**src/rtl/kernel_window_pkg.sv**
```systemverilog
`default_nettype none
// ============================================================================
// Module      : kernel_window_pkg
// Description : Shared types and default sizes for the median-filter window
//               sequencer.
// Revision    : 1.0 - initial release
// ============================================================================
package kernel_window_pkg;

  localparam int K_DEFAULT        = 5;
  localparam int ADDR_W_DEFAULT   = 11;
  localparam int ROW_W_DEFAULT    = 11;
  localparam int PIPE_LAT_DEFAULT = 2;

  // Distance from the window edge to its centre for the default kernel
  localparam int HALF_K = (K_DEFAULT - 1) / 2;

  typedef enum logic [1:0] {
    WAIT_VS = 2'd0,
    LINE0   = 2'd1,
    FILL    = 2'd2,
    RUN     = 2'd3
  } kw_state_t;

  // Centre offset for an arbitrary odd kernel size
  function automatic int half_k(input int k);
    return (k - 1) / 2;
  endfunction

endpackage
`default_nettype wire

```
**src/rtl/kernel_window_ctrl_if.sv**
```systemverilog
`default_nettype none
// ============================================================================
// Module      : kernel_window_ctrl_if
// Description : Receiver timing inputs and line-buffer / window control
//               outputs of the window sequencer.
// Revision    : 1.0 - initial release
// ============================================================================
interface kernel_window_ctrl_if #(
  parameter int ADDR_W = 11,
  parameter int ROW_W  = 11
);

  logic              in_dv;
  logic              in_hs;
  logic              in_vs;
  logic              lb_we;
  logic [ADDR_W-1:0] lb_addr;
  logic              shr_en;
  logic              win_valid;
  logic [ADDR_W-1:0] ctr_x;
  logic [ROW_W-1:0]  ctr_y;
  logic [ADDR_W-1:0] line_width;
  logic              width_err;
  logic              out_hs;
  logic              out_vs;

  // Video source side: drives timing, observes control outputs
  modport master (
    output in_dv, in_hs, in_vs,
    input  lb_we, lb_addr, shr_en, win_valid, ctr_x, ctr_y,
    input  line_width, width_err, out_hs, out_vs
  );

  // Sequencer side
  modport slave (
    input  in_dv, in_hs, in_vs,
    output lb_we, lb_addr, shr_en, win_valid, ctr_x, ctr_y,
    output line_width, width_err, out_hs, out_vs
  );

endinterface
`default_nettype wire

```
**src/rtl/sig_delay.sv**
```systemverilog
`default_nettype none
// ============================================================================
// Module      : sig_delay
// Description : Fixed-depth register delay line with synchronous clear.
// Revision    : 1.0 - initial release
// ============================================================================
module sig_delay #(
  parameter int WIDTH = 1,
  parameter int DEPTH = 2
) (
  input  logic             clk,
  input  logic             rst,
  input  logic [WIDTH-1:0] din,
  output logic [WIDTH-1:0] dout
);

  generate
    if (DEPTH == 0) begin : g_bypass
      assign dout = din;
    end else begin : g_pipe
      logic [WIDTH-1:0] r_stage [DEPTH];

      // Shift the sample one stage per clock; reset flushes every stage
      always_ff @(posedge clk) begin
        if (rst) begin
          for (int i = 0; i < DEPTH; i++) r_stage[i] <= '0;
        end else begin
          r_stage[0] <= din;
          for (int i = 1; i < DEPTH; i++) r_stage[i] <= r_stage[i-1];
        end
      end

      assign dout = r_stage[DEPTH-1];
    end
  endgenerate

endmodule
`default_nettype wire

```
**src/rtl/kernel_window_ctrl.sv**
```systemverilog
`default_nettype none
// ============================================================================
// Module      : kernel_window_ctrl
// Description : Line-buffer sequencer for a KxK median filter. Tracks frame
//               and line boundaries, measures the active width, drives the
//               shared BRAM address/write enable and produces the window
//               valid qualifier and centre coordinates aligned to the
//               shift-register datapath.
// Revision    : 1.0 - initial release
// ============================================================================
module kernel_window_ctrl
  import kernel_window_pkg::*;
#(
  parameter int K        = K_DEFAULT,
  parameter int ADDR_W   = ADDR_W_DEFAULT,
  parameter int ROW_W    = ROW_W_DEFAULT,
  parameter int PIPE_LAT = PIPE_LAT_DEFAULT
) (
  input logic                 clk,
  input logic                 rst,
  kernel_window_ctrl_if.slave bus
);

  localparam int                c_half      = half_k(K);
  localparam logic [ADDR_W-1:0] c_col_max   = '1;
  localparam logic [ROW_W-1:0]  c_row_max   = '1;
  localparam logic [ADDR_W-1:0] c_col_first = ADDR_W'(K - 1);
  localparam logic [ROW_W-1:0]  c_fill_last = ROW_W'(K - 2);
  localparam int                c_dly_w     = 4 + ADDR_W + ROW_W;

  kw_state_t         r_state;
  logic              r_dv;
  logic              r_vs;
  logic [ADDR_W-1:0] r_col;
  logic [ROW_W-1:0]  r_row;
  logic [ADDR_W-1:0] r_line_width;
  logic              r_width_err;

  logic              w_dv_rise;
  logic              w_dv_fall;
  logic              w_vs_rise;
  logic              w_vs_fall;
  logic              w_active;
  logic [ADDR_W-1:0] w_col;
  logic              w_col_sat;
  logic [ADDR_W-1:0] w_col_next;
  logic              w_win;
  logic [ADDR_W-1:0] w_ctr_x;
  logic [ROW_W-1:0]  w_ctr_y;
  logic [c_dly_w-1:0] w_dly_in;
  logic [c_dly_w-1:0] w_dly_out;

  assign w_dv_rise = bus.in_dv & ~r_dv;
  assign w_dv_fall = ~bus.in_dv & r_dv;
  assign w_vs_rise = bus.in_vs & ~r_vs;
  assign w_vs_fall = ~bus.in_vs & r_vs;

  // A vsync rise abandons the frame in the same cycle; a vsync fall opens
  // the frame in the same cycle so a coincident first pixel is column 0.
  assign w_active = (r_state != WAIT_VS) ? ~w_vs_rise : w_vs_fall;

  // Column seen by this pixel: restarts on a new line or a new frame
  assign w_col      = (w_dv_rise | w_vs_fall) ? '0 : r_col;
  assign w_col_sat  = (w_col == c_col_max);
  assign w_col_next = w_col_sat ? w_col : w_col + ADDR_W'(1);

  // Window is complete once K-1 lines are buffered and K columns shifted in
  assign w_win   = bus.in_dv & w_active & (r_state == RUN) & (w_col >= c_col_first);
  assign w_ctr_x = w_win ? w_col - ADDR_W'(c_half) : '0;
  assign w_ctr_y = w_win ? r_row - ROW_W'(c_half) : '0;

  assign bus.lb_we      = bus.in_dv & w_active;
  assign bus.lb_addr    = w_col;
  assign bus.line_width = r_line_width;
  assign bus.width_err  = r_width_err;

  // Frame/line sequencer with column, row, width and error tracking
  always_ff @(posedge clk) begin
    if (rst) begin
      r_state      <= WAIT_VS;
      r_dv         <= 1'b0;
      r_vs         <= 1'b0;
      r_col        <= '0;
      r_row        <= '0;
      r_line_width <= '0;
      r_width_err  <= 1'b0;
    end else begin
      r_dv <= bus.in_dv;
      r_vs <= bus.in_vs;

      if (!w_active) begin
        r_col <= '0;
      end else if (bus.in_dv) begin
        r_col <= w_col_next;
      end

      if (w_vs_fall) r_width_err <= 1'b0;
      if (w_active && bus.in_dv && w_col_sat) r_width_err <= 1'b1;

      case (r_state)
        WAIT_VS: begin
          if (w_vs_fall) begin
            r_state <= LINE0;
            r_row   <= '0;
          end
        end
        LINE0: begin
          if (w_vs_rise) begin
            r_state <= WAIT_VS;
          end else if (w_dv_fall) begin
            r_line_width <= r_col;
            r_row        <= ROW_W'(1);
            r_state      <= FILL;
          end
        end
        FILL, RUN: begin
          if (w_vs_rise) begin
            r_state <= WAIT_VS;
          end else if (w_dv_fall) begin
            if (r_col != r_line_width) r_width_err <= 1'b1;
            if (r_row != c_row_max) r_row <= r_row + ROW_W'(1);
            if (r_state == FILL && r_row == c_fill_last) r_state <= RUN;
          end
        end
        default: r_state <= WAIT_VS;
      endcase
    end
  end

  assign w_dly_in = {bus.in_dv, w_win, bus.in_hs, bus.in_vs, w_ctr_x, w_ctr_y};

  sig_delay #(
    .WIDTH (c_dly_w),
    .DEPTH (PIPE_LAT)
  ) u_align (
    .clk  (clk),
    .rst  (rst),
    .din  (w_dly_in),
    .dout (w_dly_out)
  );

  assign bus.shr_en    = w_dly_out[c_dly_w-1];
  assign bus.win_valid = w_dly_out[c_dly_w-2];
  assign bus.out_hs    = w_dly_out[c_dly_w-3];
  assign bus.out_vs    = w_dly_out[c_dly_w-4];
  assign bus.ctr_x     = w_dly_out[ADDR_W+ROW_W-1:ROW_W];
  assign bus.ctr_y     = w_dly_out[ROW_W-1:0];

endmodule
`default_nettype wire

```
**src/flat_wrapper.sv**
```systemverilog
// flat-port wrapper written by rule: the top's interface ports become plain ports
module kernel_window_ctrl_flat import kernel_window_pkg::*;
#(
  parameter int K        = K_DEFAULT,
  parameter int ADDR_W   = ADDR_W_DEFAULT,
  parameter int ROW_W    = ROW_W_DEFAULT,
  parameter int PIPE_LAT = PIPE_LAT_DEFAULT
)
  (clk, rst, bus_in_dv, bus_in_hs, bus_in_vs, bus_lb_we, bus_lb_addr, bus_shr_en, bus_win_valid, bus_ctr_x, bus_ctr_y, bus_line_width, bus_width_err, bus_out_hs, bus_out_vs);
  kernel_window_ctrl_if #(.ADDR_W(ADDR_W), .ROW_W(ROW_W)) bus_i ();
  input logic clk;
  input logic rst;
  input wire logic [$bits(bus_i.in_dv)-1:0] bus_in_dv;
  input wire logic [$bits(bus_i.in_hs)-1:0] bus_in_hs;
  input wire logic [$bits(bus_i.in_vs)-1:0] bus_in_vs;
  output wire logic [$bits(bus_i.lb_we)-1:0] bus_lb_we;
  output wire logic [$bits(bus_i.lb_addr)-1:0] bus_lb_addr;
  output wire logic [$bits(bus_i.shr_en)-1:0] bus_shr_en;
  output wire logic [$bits(bus_i.win_valid)-1:0] bus_win_valid;
  output wire logic [$bits(bus_i.ctr_x)-1:0] bus_ctr_x;
  output wire logic [$bits(bus_i.ctr_y)-1:0] bus_ctr_y;
  output wire logic [$bits(bus_i.line_width)-1:0] bus_line_width;
  output wire logic [$bits(bus_i.width_err)-1:0] bus_width_err;
  output wire logic [$bits(bus_i.out_hs)-1:0] bus_out_hs;
  output wire logic [$bits(bus_i.out_vs)-1:0] bus_out_vs;
  assign bus_i.in_dv = bus_in_dv;
  assign bus_i.in_hs = bus_in_hs;
  assign bus_i.in_vs = bus_in_vs;
  assign bus_lb_we = bus_i.lb_we;
  assign bus_lb_addr = bus_i.lb_addr;
  assign bus_shr_en = bus_i.shr_en;
  assign bus_win_valid = bus_i.win_valid;
  assign bus_ctr_x = bus_i.ctr_x;
  assign bus_ctr_y = bus_i.ctr_y;
  assign bus_line_width = bus_i.line_width;
  assign bus_width_err = bus_i.width_err;
  assign bus_out_hs = bus_i.out_hs;
  assign bus_out_vs = bus_i.out_vs;
  kernel_window_ctrl #(.K(K), .ADDR_W(ADDR_W), .ROW_W(ROW_W), .PIPE_LAT(PIPE_LAT)) u_core (.clk(clk), .rst(rst), .bus(bus_i));
endmodule
```
**config.mk**
```make
export PLATFORM = sky130hd
export DESIGN_NAME = kernel_window_ctrl_flat
export DESIGN_NICKNAME = d
export VERILOG_FILES = /design/src/rtl/kernel_window_pkg.sv /design/src/rtl/kernel_window_ctrl_if.sv /design/src/rtl/sig_delay.sv /design/src/rtl/kernel_window_ctrl.sv /design/src/flat_wrapper.sv
export SDC_FILE = /design/constraint.sdc
export NUM_CORES = 1
export LEC_CHECK = 0
export CAP_MARGIN = 20
export CELL_PAD_IN_SITES_DETAIL_PLACEMENT = 1
export CELL_PAD_IN_SITES_GLOBAL_PLACEMENT = 1
export CORE_UTILIZATION = 41
export DETAILED_ROUTE_END_ITERATION = 10
export GPL_ROUTABILITY_DRIVEN = 1
export GPL_TIMING_DRIVEN = 0
export PLACE_DENSITY_LB_ADDON = 0.08
export SYNTH_ARGS = -nofsm -noshare
export SYNTH_HDL_FRONTEND = slang
export SYNTH_SLANG_ARGS = --single-unit
```
**constraint.sdc**
```tcl
create_clock -name clk -period 3.2 [get_ports clk]
set_clock_uncertainty 0.15 [all_clocks]
set_input_delay 0.48 -clock clk [delete_from_list [all_inputs] [get_ports clk]]
set_output_delay 0.48 -clock clk [all_outputs]
set_load 0.02 [all_outputs]
```
==> results.ini <==
[cts]
clk_lat_worst_skew_ns = 0.36
cts_sinks = 88
numCtsBuffers = 9
cts.clk_slew.worst_paths_ns = 0.09
cts_max_level = 3
clk_path_buf_depth = 2
number_of_setup_buffers_added_after_cts = 0
cts-root-buf = sky130_fd_sc_hd__clkbuf_8
cts_tree = done

[synthesis]
count_of_state_elements_after_synthesis = 88
yosysWarningCount = 0
ys.flop_type = sky130_fd_sc_hd__dfxtp_1
syn_inst = 446
netlist.area_leader.share_pct = 45.1
synth_top_cells_by_area = sky130_fd_sc_hd__dfxtp_1 (45%), sky130_fd_sc_hd__nor2b_1 (5.9%), sky130_fd_sc_hd__nor2_1 (5.3%)
postSynthAreaPerCell_sq_um = 8.77
synth_enable_flop_cells = 0
post-synth-top-area-cell = sky130_fd_sc_hd__dfxtp_1
syn_area_sq_mm = 0.00391
synth-seq-area-share_pct = 45.1
yosysMostFrequentCell = sky130_fd_sc_hd__dfxtp_1
syn-num-nets = 458
post_synthesis_cell_type_count = 44
synth.top_cells.by_count = sky130_fd_sc_hd__dfxtp_1 (88), sky130_fd_sc_hd__nor2_1 (55), sky130_fd_sc_hd__nor2b_1 (37), sky130_fd_sc_hd__nand2_1 (30), sky130_fd_sc_hd__buf_4 (22)
async_flop_share_pct = 0

[power]
power.share.sequential_pct = 57.9
power.density_cell_area_mw_per_mm2 = 396
max-vdd-ir-drop_v = 0.000185
power.leakage_uw = 0.00206
switching_fraction_of_total_power_pct = 24.5
switchingPower_uw = 467
internal_power_uw = 1440
clock_power_share_pct = 37.9
comb_power_share_pct = 4.2

[finish]
post-route-util_pct = 52.1
final_layout_size_suffix_gt1_share_pct = 10.1
nNetsFinal = 523
fillers = 1097
design_area_sq_mm = 0.00481
area_delta_synth_final_pct = 23.0
num_antenna_cells = 0

[floorplan]
placeableCoreArea_sq_mm = 0.00924
rows = 35
die_height_um = 99.7
design.die.area_sq_mm = 0.00993
boundaryPins = 55
start_util_pct = 42.3
fp.dieW_um = 99.7

[global_route]
grt-ovfl-total = 0
gr-usage-all-layers_pct = 20.3
wire_length_of_the_first_global_routing_pass_mm = 15.6
grt_start_max_net_pins = 17
antenna_found_initial = 0
number_of_global_route_vias_before_repair = 3137

[timing]
max_clock_freq_ghz = 0.329
drv_slew = 0
setup_violations_final = 0
slew_headroom_pct = 54.2
tightest_slew_ns = 0.679
post-route-period-util_pct = 94.9
final_hold_viol_count = 0
rsz0062_at_grt = false
min_period_ns = 3.04

[critical_path]
critPathMaxFanout = 10
critPathCaptureType = primary output
worst_setup_path_start_kind = input port
worst-endpoint-required_ns = 2.57
worstPathArrival_ns = 2.41
timing.reg2reg.setup_slack_ns = 0.41
timing_worst_setup_path_type = input port to primary output

[detailed_routing]
drt_iter0_drc = 97
drcViolationCount = 0
routed_wl_mm = 9.43
num_vias = 3208
detail_route.vias_per_cell = 4.97
drt_pass1_iterations = 4
detail_route.wl_per_cell_um = 14.6
ant_nets = 0

[run_status]
status = complete, no violations

[place]
io_buffers = 54
placedInstanceArea_sq_mm = 0.00461
detailed_place_hpwl_mm = 7.13
gpl.final_weighted_congestion = 0.876

[worst_hold_path]
hold_class = flip-flop to flip-flop

[run]
drv_cap = 0

[final timing paths]
check	from	end	cells after the start
worst max-delay path	bus_in_dv	bus_lb_we	4
worst min-delay path	u_core.u_align.g_pipe.r_stage[0][2]	u_core.u_align.g_pipe.r_stage[0][28]	1
worst max register to register	u_core.u_align.g_pipe.r_stage[0][22]	u_core.r_col[9]	9
worst min register to register	u_core.u_align.g_pipe.r_stage[0][2]	u_core.u_align.g_pipe.r_stage[0][28]	1
[power groups by stage]
stage               clock, uW  sequential [uW]  combinational, uW
floorplan                   0             1130               47.2
global placement            0             1130               77.9
detailed placement          0             1130               78.7
CTS                       744             1100               79.5
global route              796             1100               87.3
finish                    723             1100               79.9
[kinds of logic (layout without fill, tap and decap cells)]
kind of cell	Yosys count	after routing	share of synthesized area (%)
adder cells (fa/ha/maj)	7	7	2.24
AO/OA/AOI/OAI	53	53	9.02
multiplexers	16	16	4.13
buffers and inverters	63	133	8.54
XOR/XNOR	26	26	5.82
AND/OR/NAND/NOR	193	193	25.2
flip-flops	88	88	45.1
[per-layer routing]
layer	vias to the layer above	part of all wire [%]	track usage (%)
li1	1605	-	-
met1	1520	48	26.8
met2	73	47	33.2
met3	10	4.1	4.36
met4	0	1.1	5.88
met5	-	0	0
[repair_timing]
action / in CTS / in global routing
gates resized for setup: 1 / 4
endpoints found under the setup margin: 6 / 12
hold buffers: 0 / 0
[worst max-delay path, cell delays in order]
cell and delay, ns:
sky130_fd_sc_hd__clkdlybuf4s50_1 0.55, sky130_fd_sc_hd__clkbuf_1 0.37, sky130_fd_sc_hd__nor2b_1 0.34, sky130_fd_sc_hd__clkdlybuf4s50_1 0.67
[layout make-up]
type / instances / area, sq um / area share, %
multi-input cells: 295 / 1820 / 37.9
clock buffers: 10 / 138 / 2.86
flip-flops and latches: 88 / 1760 / 36.6
plain buffers: 50 / 287 / 5.96
well taps: 129 / 161 / 3.36
inverters: 13 / 48.8 / 1.01
clock inverters: 6 / 50.0 / 1.04
repair buffers: 54 / 541 / 11.2
[through the flow]
step	std cells	setup WS (ns)	total power [uW]	hold WS, ns	TNS, ns
3_3_place_gp	629	-0.499	1210	0.269	-3.44
2_1_floorplan	446	0.426	1180	0.264	0
6_report	645	0.162	1910	0.290	0
3_5_place_dp	629	-0.493	1210	0.275	-3.45
4_1_cts	645	0.0296	1930	0.293	0
5_1_grt	645	0.0309	1990	0.302	0
[state kept, by name, indices dropped and copies added, names as in the netlist]
register and count:
u_core.bus.line_width 11, u_core.u_align.g_pipe.r_stage 52, u_core.r_row 11, u_core.r_col 11
u_core.bus.width_err 1, u_core.r_state 2
[placed cells by master, fill, tap and decap left out, drive strengths merged, types with 8 or more instances in the layout]
cell type and instances:
a21oi 17, and3 11, buf 29, clkbuf 31
clkdlybuf4s50 54, dfxtp 88, inv 15, mux2i 15
nand2 30, nand2b 8, nand3 14, nor2 55
nor2b 37, nor3 12, xnor2 8, xor2 18
Note: power is estimated with default switching activity, not from simulation.
